==> src/rtl/counter_pkg.sv <==
// Shared definitions for the parameterised up/down counter.
package counter_pkg;

  // Default data width of all signed data ports.
  localparam int DEFAULT_WIDTH = 8;

  // Limit-handling modes. 2'b11 behaves like saturate.
  localparam logic [1:0] MODE_WRAP = 2'b00;
  localparam logic [1:0] MODE_SAT  = 2'b01;
  localparam logic [1:0] MODE_HALT = 2'b10;

endpackage

==> src/rtl/counter_limit_check.sv <==
// Combinational next-value computation, limit comparison and load clamp.
// The step is evaluated in WIDTH+2 bits so q +/- b never wraps before it is
// compared with the limits.
module counter_limit_check
  import counter_pkg::*;
#(
  parameter int WIDTH = DEFAULT_WIDTH
) (
  input  logic signed [WIDTH-1:0] q,
  input  logic signed [WIDTH-1:0] a,
  input  logic signed [WIDTH-1:0] b,
  input  logic                    dn,
  input  logic [1:0]              mode,
  input  logic signed [WIDTH-1:0] lo_lim,
  input  logic signed [WIDTH-1:0] hi_lim,
  output logic signed [WIDTH-1:0] count_val,
  output logic signed [WIDTH-1:0] load_val,
  output logic                    lim_ovf,
  output logic                    lim_unf,
  output logic                    halt_hit,
  output logic                    cfg_err,
  output logic                    at_max,
  output logic                    at_min
);

  localparam int XW = WIDTH + 2;

  logic signed [XW-1:0] q_x;
  logic signed [XW-1:0] b_x;
  logic signed [XW-1:0] lo_x;
  logic signed [XW-1:0] hi_x;
  logic signed [XW-1:0] sum_x;

  // Extended-precision step and the value q takes after a limit decision.
  always_comb begin
    q_x      = {{2{q[WIDTH-1]}}, q};
    b_x      = {{2{b[WIDTH-1]}}, b};
    lo_x     = {{2{lo_lim[WIDTH-1]}}, lo_lim};
    hi_x     = {{2{hi_lim[WIDTH-1]}}, hi_lim};
    sum_x    = dn ? (q_x - b_x) : (q_x + b_x);
    lim_ovf  = (sum_x > hi_x);
    lim_unf  = (sum_x < lo_x);
    halt_hit = (lim_ovf || lim_unf) && (mode == MODE_HALT);
    count_val = sum_x[WIDTH-1:0];
    if (lim_ovf) begin
      case (mode)
        MODE_WRAP: count_val = lo_lim;
        MODE_HALT: count_val = q;
        default:   count_val = hi_lim;
      endcase
    end else if (lim_unf) begin
      case (mode)
        MODE_WRAP: count_val = hi_lim;
        MODE_HALT: count_val = q;
        default:   count_val = lo_lim;
      endcase
    end
  end

  // Load value clamped into lo_lim..hi_lim, plus the status flags.
  always_comb begin
    if (a < lo_lim)      load_val = lo_lim;
    else if (a > hi_lim) load_val = hi_lim;
    else                 load_val = a;
    cfg_err = (lo_lim > hi_lim);
    at_max  = (q == hi_lim);
    at_min  = (q == lo_lim);
  end

endmodule

==> src/rtl/param_updown_counter.sv <==
// Signed up/down counter with inclusive limits and wrap/saturate/halt
// handling. Holds the registers and the rst > load > count > hold priority;
// all arithmetic lives in counter_limit_check.
module param_updown_counter
  import counter_pkg::*;
#(
  parameter int                      WIDTH   = DEFAULT_WIDTH,
  parameter logic signed [WIDTH-1:0] RST_VAL = '0
) (
  input  logic                    clk,
  input  logic                    rst,
  input  logic                    load,
  input  logic signed [WIDTH-1:0] a,
  input  logic signed [WIDTH-1:0] b,
  input  logic                    up,
  input  logic                    dn,
  input  logic [1:0]              mode,
  input  logic signed [WIDTH-1:0] lo_lim,
  input  logic signed [WIDTH-1:0] hi_lim,
  output logic signed [WIDTH-1:0] q,
  output logic                    ovf,
  output logic                    unf,
  output logic                    halted,
  output logic                    at_max,
  output logic                    at_min,
  output logic                    cfg_err
);

  logic signed [WIDTH-1:0] count_val;
  logic signed [WIDTH-1:0] load_val;
  logic                    lim_ovf;
  logic                    lim_unf;
  logic                    halt_hit;
  logic                    step;

  counter_limit_check #(.WIDTH(WIDTH)) u_check (
    .q         (q),
    .a         (a),
    .b         (b),
    .dn        (dn),
    .mode      (mode),
    .lo_lim    (lo_lim),
    .hi_lim    (hi_lim),
    .count_val (count_val),
    .load_val  (load_val),
    .lim_ovf   (lim_ovf),
    .lim_unf   (lim_unf),
    .halt_hit  (halt_hit),
    .cfg_err   (cfg_err),
    .at_max    (at_max),
    .at_min    (at_min)
  );

  // A step is requested only when exactly one of up/dn is high.
  assign step = up ^ dn;

  // Count register and sticky/pulse flags; ovf/unf default low every edge
  // so they are single-cycle pulses.
  always_ff @(posedge clk) begin
    if (rst) begin
      q      <= RST_VAL;
      ovf    <= 1'b0;
      unf    <= 1'b0;
      halted <= 1'b0;
    end else begin
      ovf <= 1'b0;
      unf <= 1'b0;
      if (cfg_err) begin
        // Inconsistent limits: freeze everything until they are fixed.
      end else if (load) begin
        q      <= load_val;
        halted <= 1'b0;
      end else if (step && !halted) begin
        q   <= count_val;
        ovf <= lim_ovf;
        unf <= lim_unf;
        if (halt_hit) halted <= 1'b1;
      end
    end
  end

endmodule

==> config.mk <==
export PLATFORM = sky130hd
export DESIGN_NAME = param_updown_counter
export DESIGN_NICKNAME = d
export VERILOG_FILES = /design/src/rtl/counter_pkg.sv /design/src/rtl/counter_limit_check.sv /design/src/rtl/param_updown_counter.sv
export SDC_FILE = /design/constraint.sdc
export NUM_CORES = 1
export LEC_CHECK = 0
export ABC_AREA = 1
export CELL_PAD_IN_SITES_DETAIL_PLACEMENT = 1
export CELL_PAD_IN_SITES_GLOBAL_PLACEMENT = 1
export CORE_UTILIZATION = 40
export DETAILED_ROUTE_END_ITERATION = 10
export MAX_ROUTING_LAYER = met4
export PLACE_DENSITY = 0.89
export SYNTH_ARGS = -nofsm -noshare
export SYNTH_HDL_FRONTEND = slang
export SYNTH_SLANG_ARGS = --single-unit
==> constraint.sdc <==
create_clock -name clk -period 9.9 [get_ports clk]
set_input_delay 1.98 -clock clk [delete_from_list [all_inputs] [get_ports clk]]
set_output_delay 1.98 -clock clk [all_outputs]
set_load 0.02 [all_outputs]
* Yosys cells after proc, flatten, opt, wreduce, memory -nomap -nowiden *
Cells that the tools add are included.

operators by class
  eq/ne operators = 5
  add/sub/neg operators = 2
  reduce and logical (&&, ||, !) cells = 10
  bitwise operators = 3
  mux-type cells = 12
  magnitude comparators = 5

operators with widths
  operator            number
  $mux 8              6
  $pmux 8 s2          2
  $eq 8x8->1          2
  $gt 8x8->1          2
  $gt 10x8->1         1
  $lt 10x8->1         1
  $mux 10             1
  $add 8x8->9         1
  $sub 8x8->9         1
  $lt 8x8->1          1
  $ne 3x3->1 const B  2
  $reduce_and 4->1    1
  $reduce_bool 2->1   2
  $reduce_or 4->1     1
  $mux 1              3
  $reduce_and 3->1    1
  $eq 2x2->1 const B  1
  $logic_and 1x1->1   2
  $logic_not 2->1     1
  $not 1->1           2
  $logic_not 1->1     1
  $logic_or 1x1->1    1
  $xor 1x1->1         1

word-level totals
  output and inout port bits = 14
  bits in registers = 11

* Logic depth before layout (Yosys ltp) *
  depth in word-level cells = 8
  mapped depth = 30
  depth with buffers taken out = 30

* Hierarchy *
From an unflattened synthesis, not the netlist that was laid out.

second synthesis, totals
  cell total of the unflattened synthesis = 523
  area, all modules = 3176.8 um^2

by module, submodules not included
  module                cells an instance  times used  area an instance (um^2)
  counter_limit_check   434                1           2555.0
  param_updown_counter  89                 1           621.8

* Worst setup path after synthesis *
Ideal clock, no wire load.

  path kind = input to output
  from = in lo_lim[3]
  to = out at_min
  cell stages on the path = 5
  data arrival time = 3374 ps
  required time = 7920 ps
  buffers on the path = 0
  setup slack = 4546 ps
  cell sequence = inv_1 nand2_1 a21oi_1 nand3_1 a2111oi_0

between the ends
  cells in the longest elaborated chain, start to end = 1

RTL lines
  element             RTL line                    source
  start: declaration  param_updown_counter.sv:18  input logic signed [WIDTH-1:0] lo_lim,
  $eq 8x8->1          counter_limit_check.sv:67   at_min = (q == lo_lim);
  end: declaration    param_updown_counter.sv:25  output logic at_min,

Every way passes these cells.

* Worst setup path in the final report *
Ends and elaborated chain as after synthesis.

==> impl_metrics.ini <==
[status]
result_of_the_run = finished clean

[logic_synthesis]
synth.ff_latch_count = 11
main_combinational_cell_family_by_area_after_synthesis = simple AND/OR/NAND/NOR gates
yosys.area_share.xor_xnor_pct = 6.11
postSynth.topFlopCell = dfxtp_1
synth_cell_types = 37
postSynthCellCount = 521
syn_nets = 610
yosysWarningCount = 0
synth_area_per_cell_um2 = 5.78
synth_async_sr_flop_share_pct = 0
synth.largest_area_cell = ha_1
synth_compound_gate_area_share_pct = 11.8
synth_adder_area_share_pct = 21.0
synth_simple_gate_area_share_pct = 41.3
number_of_flops_mapped_to_enable_cells_by_yosys = 0
synth_area_mm2 = 0.00301
synth_mux_area_share_pct = 0.374
synth_top_area_share_pct = 20.4
synth_seq_area_share_pct = 7.32
yosys-top-cells-area = ha_1 (20%), nand2_1 (20%), inv_1 (11%), nand3_1 (7.6%), dfxtp_1 (7.3%)

[clock_tree]
clock-root-buffer = clkbuf_8
cts.reportedPaths.clkPinSlew_ps = 50
htreeDepth = 1
cts_hold_fix_bufs = 0
cts-root-to-sink-buffers = 2
worst_skew_pair.late_latency_ps = 240
cts_repair_resize_count = 0
cts_tree = yes
numClockSinks = 11
cts_inserted_buffers = 3
post_cts.repair.setup_buffers = 0

[floorplan]
floorplan.initialDensity_pct = 41.5
die_area_mm2 = 0.00788
core_area_mm2 = 0.00725
die-height_um = 88.8
chipWidth_um = 88.8
rows = 31
num_io_pins = 53

[timing]
hold_ws_ps = 530
max-slew-margin-rel_pct = 54.9
worst_pin_slew_ps = 660
worst_clock_skew_ps = 0.736
finalSetupViolCount = 0
timing.final.crit_share_pct = 63.7
achievable-frequency_mhz = 159
hold_violations = 0
timing.final.ws_setup_ps = 3600
timing_max_transition_violations_final = 0
final.min_clock_period_ps = 6300
setup_tns_ps = 0
unrepaired_setup_endpoints_after_global_routing = no

[finish]
layout.nets = 663
antennaDiodeCount = 0
ratio_of_cells_with_drive_above_1_in_the_final_layout_pct = 4.36
area.growth.synth_to_final_pct = 22.4
final_instance_area_mm2 = 0.00369

[route]
vias_per_cell = 5.42
detail_route.iter0.violations = 221
detail_route.drc_violations = 0
drt_wl_total_mm = 11.5
detailed_routing_iterations_pass_1 = 4
wire_per_inst_um = 17.1
postRouteAntennaNets = 0
vias = 3640

[critical_path]
critical_path.startpoint_type = input port
reg2reg_depth = 20
worst_path_fanout_max = 5
rrSetupSlack_ps = 6010
critical_path_required_ps = 7920
arrival_ps = 4320
timing.setup.critical_path_class = in2out
critPathCaptureType = primary output

[pwr]
leakagePower_nw = 2.00
report.power.total_w = 0.000573
power_per_cell_area_mw_per_mm2 = 156
power.ir.vdd_worst_mv = 0.0799

[min_path]
worst_hold_path_type = reg2reg
worst_hold_path.num_cells = 2

[grt]
grt_first_pass_wirelength_mm = 18.2
number_of_antenna_violations_at_the_first_check_in_global_routing = 0
largest_net_degree_at_the_start_of_global_routing = 32
vias_in_the_first_global_route = 3726
grt-ovfl-total = 0
grt.total_usage_pct = 31.6

[placed_design]
buffer_ports.inserted = 52
detail_placement_hpwl_mm = 9.82
place_congestion = 0.901
detailedPlace.worstSlack_ps = 3630
post_dp_cell_area_mm2 = 0.00364

[flow_run]
timing.max_cap.violations = 0
-- critical path: stages --
cell and delay, ps:
clkdlybuf4s50_1 480, inv_1 230, nand2_1 80, a21oi_1 140, nand3_1 120, a2111oi_0 550, clkdlybuf4s50_1 740
-- cell usage in the layout, fill, tap and decap left out, drive strengths merged, types with 12 or more instances in the layout --
master,Yosys,layout
a21oi,40,40
clkdlybuf4s50,0,52
ha,49,49
inv,90,90
nand2,163,163
nand3,52,52
nand4,15,15
nor2,40,40
o21ai,15,15
xor2,12,12
-- routing by layer --
metal  routed length [um]  GRT usage [%]  up-vias
met5                    0              -        -
met4                  244           6.89        0
met3                  591           4.10       18
met2                 5580           54.0       97
met1                 5100           39.5     1734
li1                     -              -     1791
-- cells by family after synthesis --
| kind of cell | after synthesis |
|---|---|
| flops | 11 |
| fa+ha+maj | 50 |
| buf+inv | 96 |
| xor+xnor | 21 |
| simple gates | 277 |
| mux | 1 |
| compound gates | 65 |
-- per-stage QoR --
stage	utilization (%)	std cells
floorplan	-	521
global placement	50.2	668
detailed placement	50.2	668
CTS	50.8	672
global route	50.8	672
finish	50.8	672
-- synthesized netlist by cell type (all sizes together) (2+ instances only) --
cell    count
nand2     163
inv        90
nand3      52
ha         49
a21oi      40
nor2       40
nand4      15
o21ai      15
xor2       12
dfxtp      11
xnor2       9
clkbuf      3
a31oi       2
buf         2
nand3b      2
nor4        2
o21bai      2
-- layout make-up --
class                   count  area (um2)
fillers                  1055        3570
multi-input cells         414        2430
repair buffers             53         528
inverters                  91         342
flip-flops and latches     11         220
well taps                  99         124
clock buffers               4        45.0
-- worst paths after layout --
check                                          from                   to
worst max register to register    q[0]$_SDFFE_PP0P_    q[0]$_SDFFE_PP0P_
worst min-delay path            halted$_SDFFE_PP0P_  halted$_SDFFE_PP0P_
worst min register to register  halted$_SDFFE_PP0P_  halted$_SDFFE_PP0P_
worst max-delay path                      lo_lim[3]               at_min
-- state kept, by name, indices dropped and copies added (netlist names) --
name,flops
halted,1
unf,1
ovf,1
q,8
-- power breakdown --
part | switching, W | internal [W] | total, W | leakage (nW)
Combinational | 0.000299 | 0.000164 | 0.000463 | 1.89
Clock | 0.0000175 | 0.0000283 | 0.0000458 | 0.0228
Sequential | 0.0000133 | 0.0000510 | 0.0000642 | 0.0902
Total | 0.000330 | 0.000244 | 0.000573 | 2.00
Note: power is estimated with default switching activity, not from simulation.
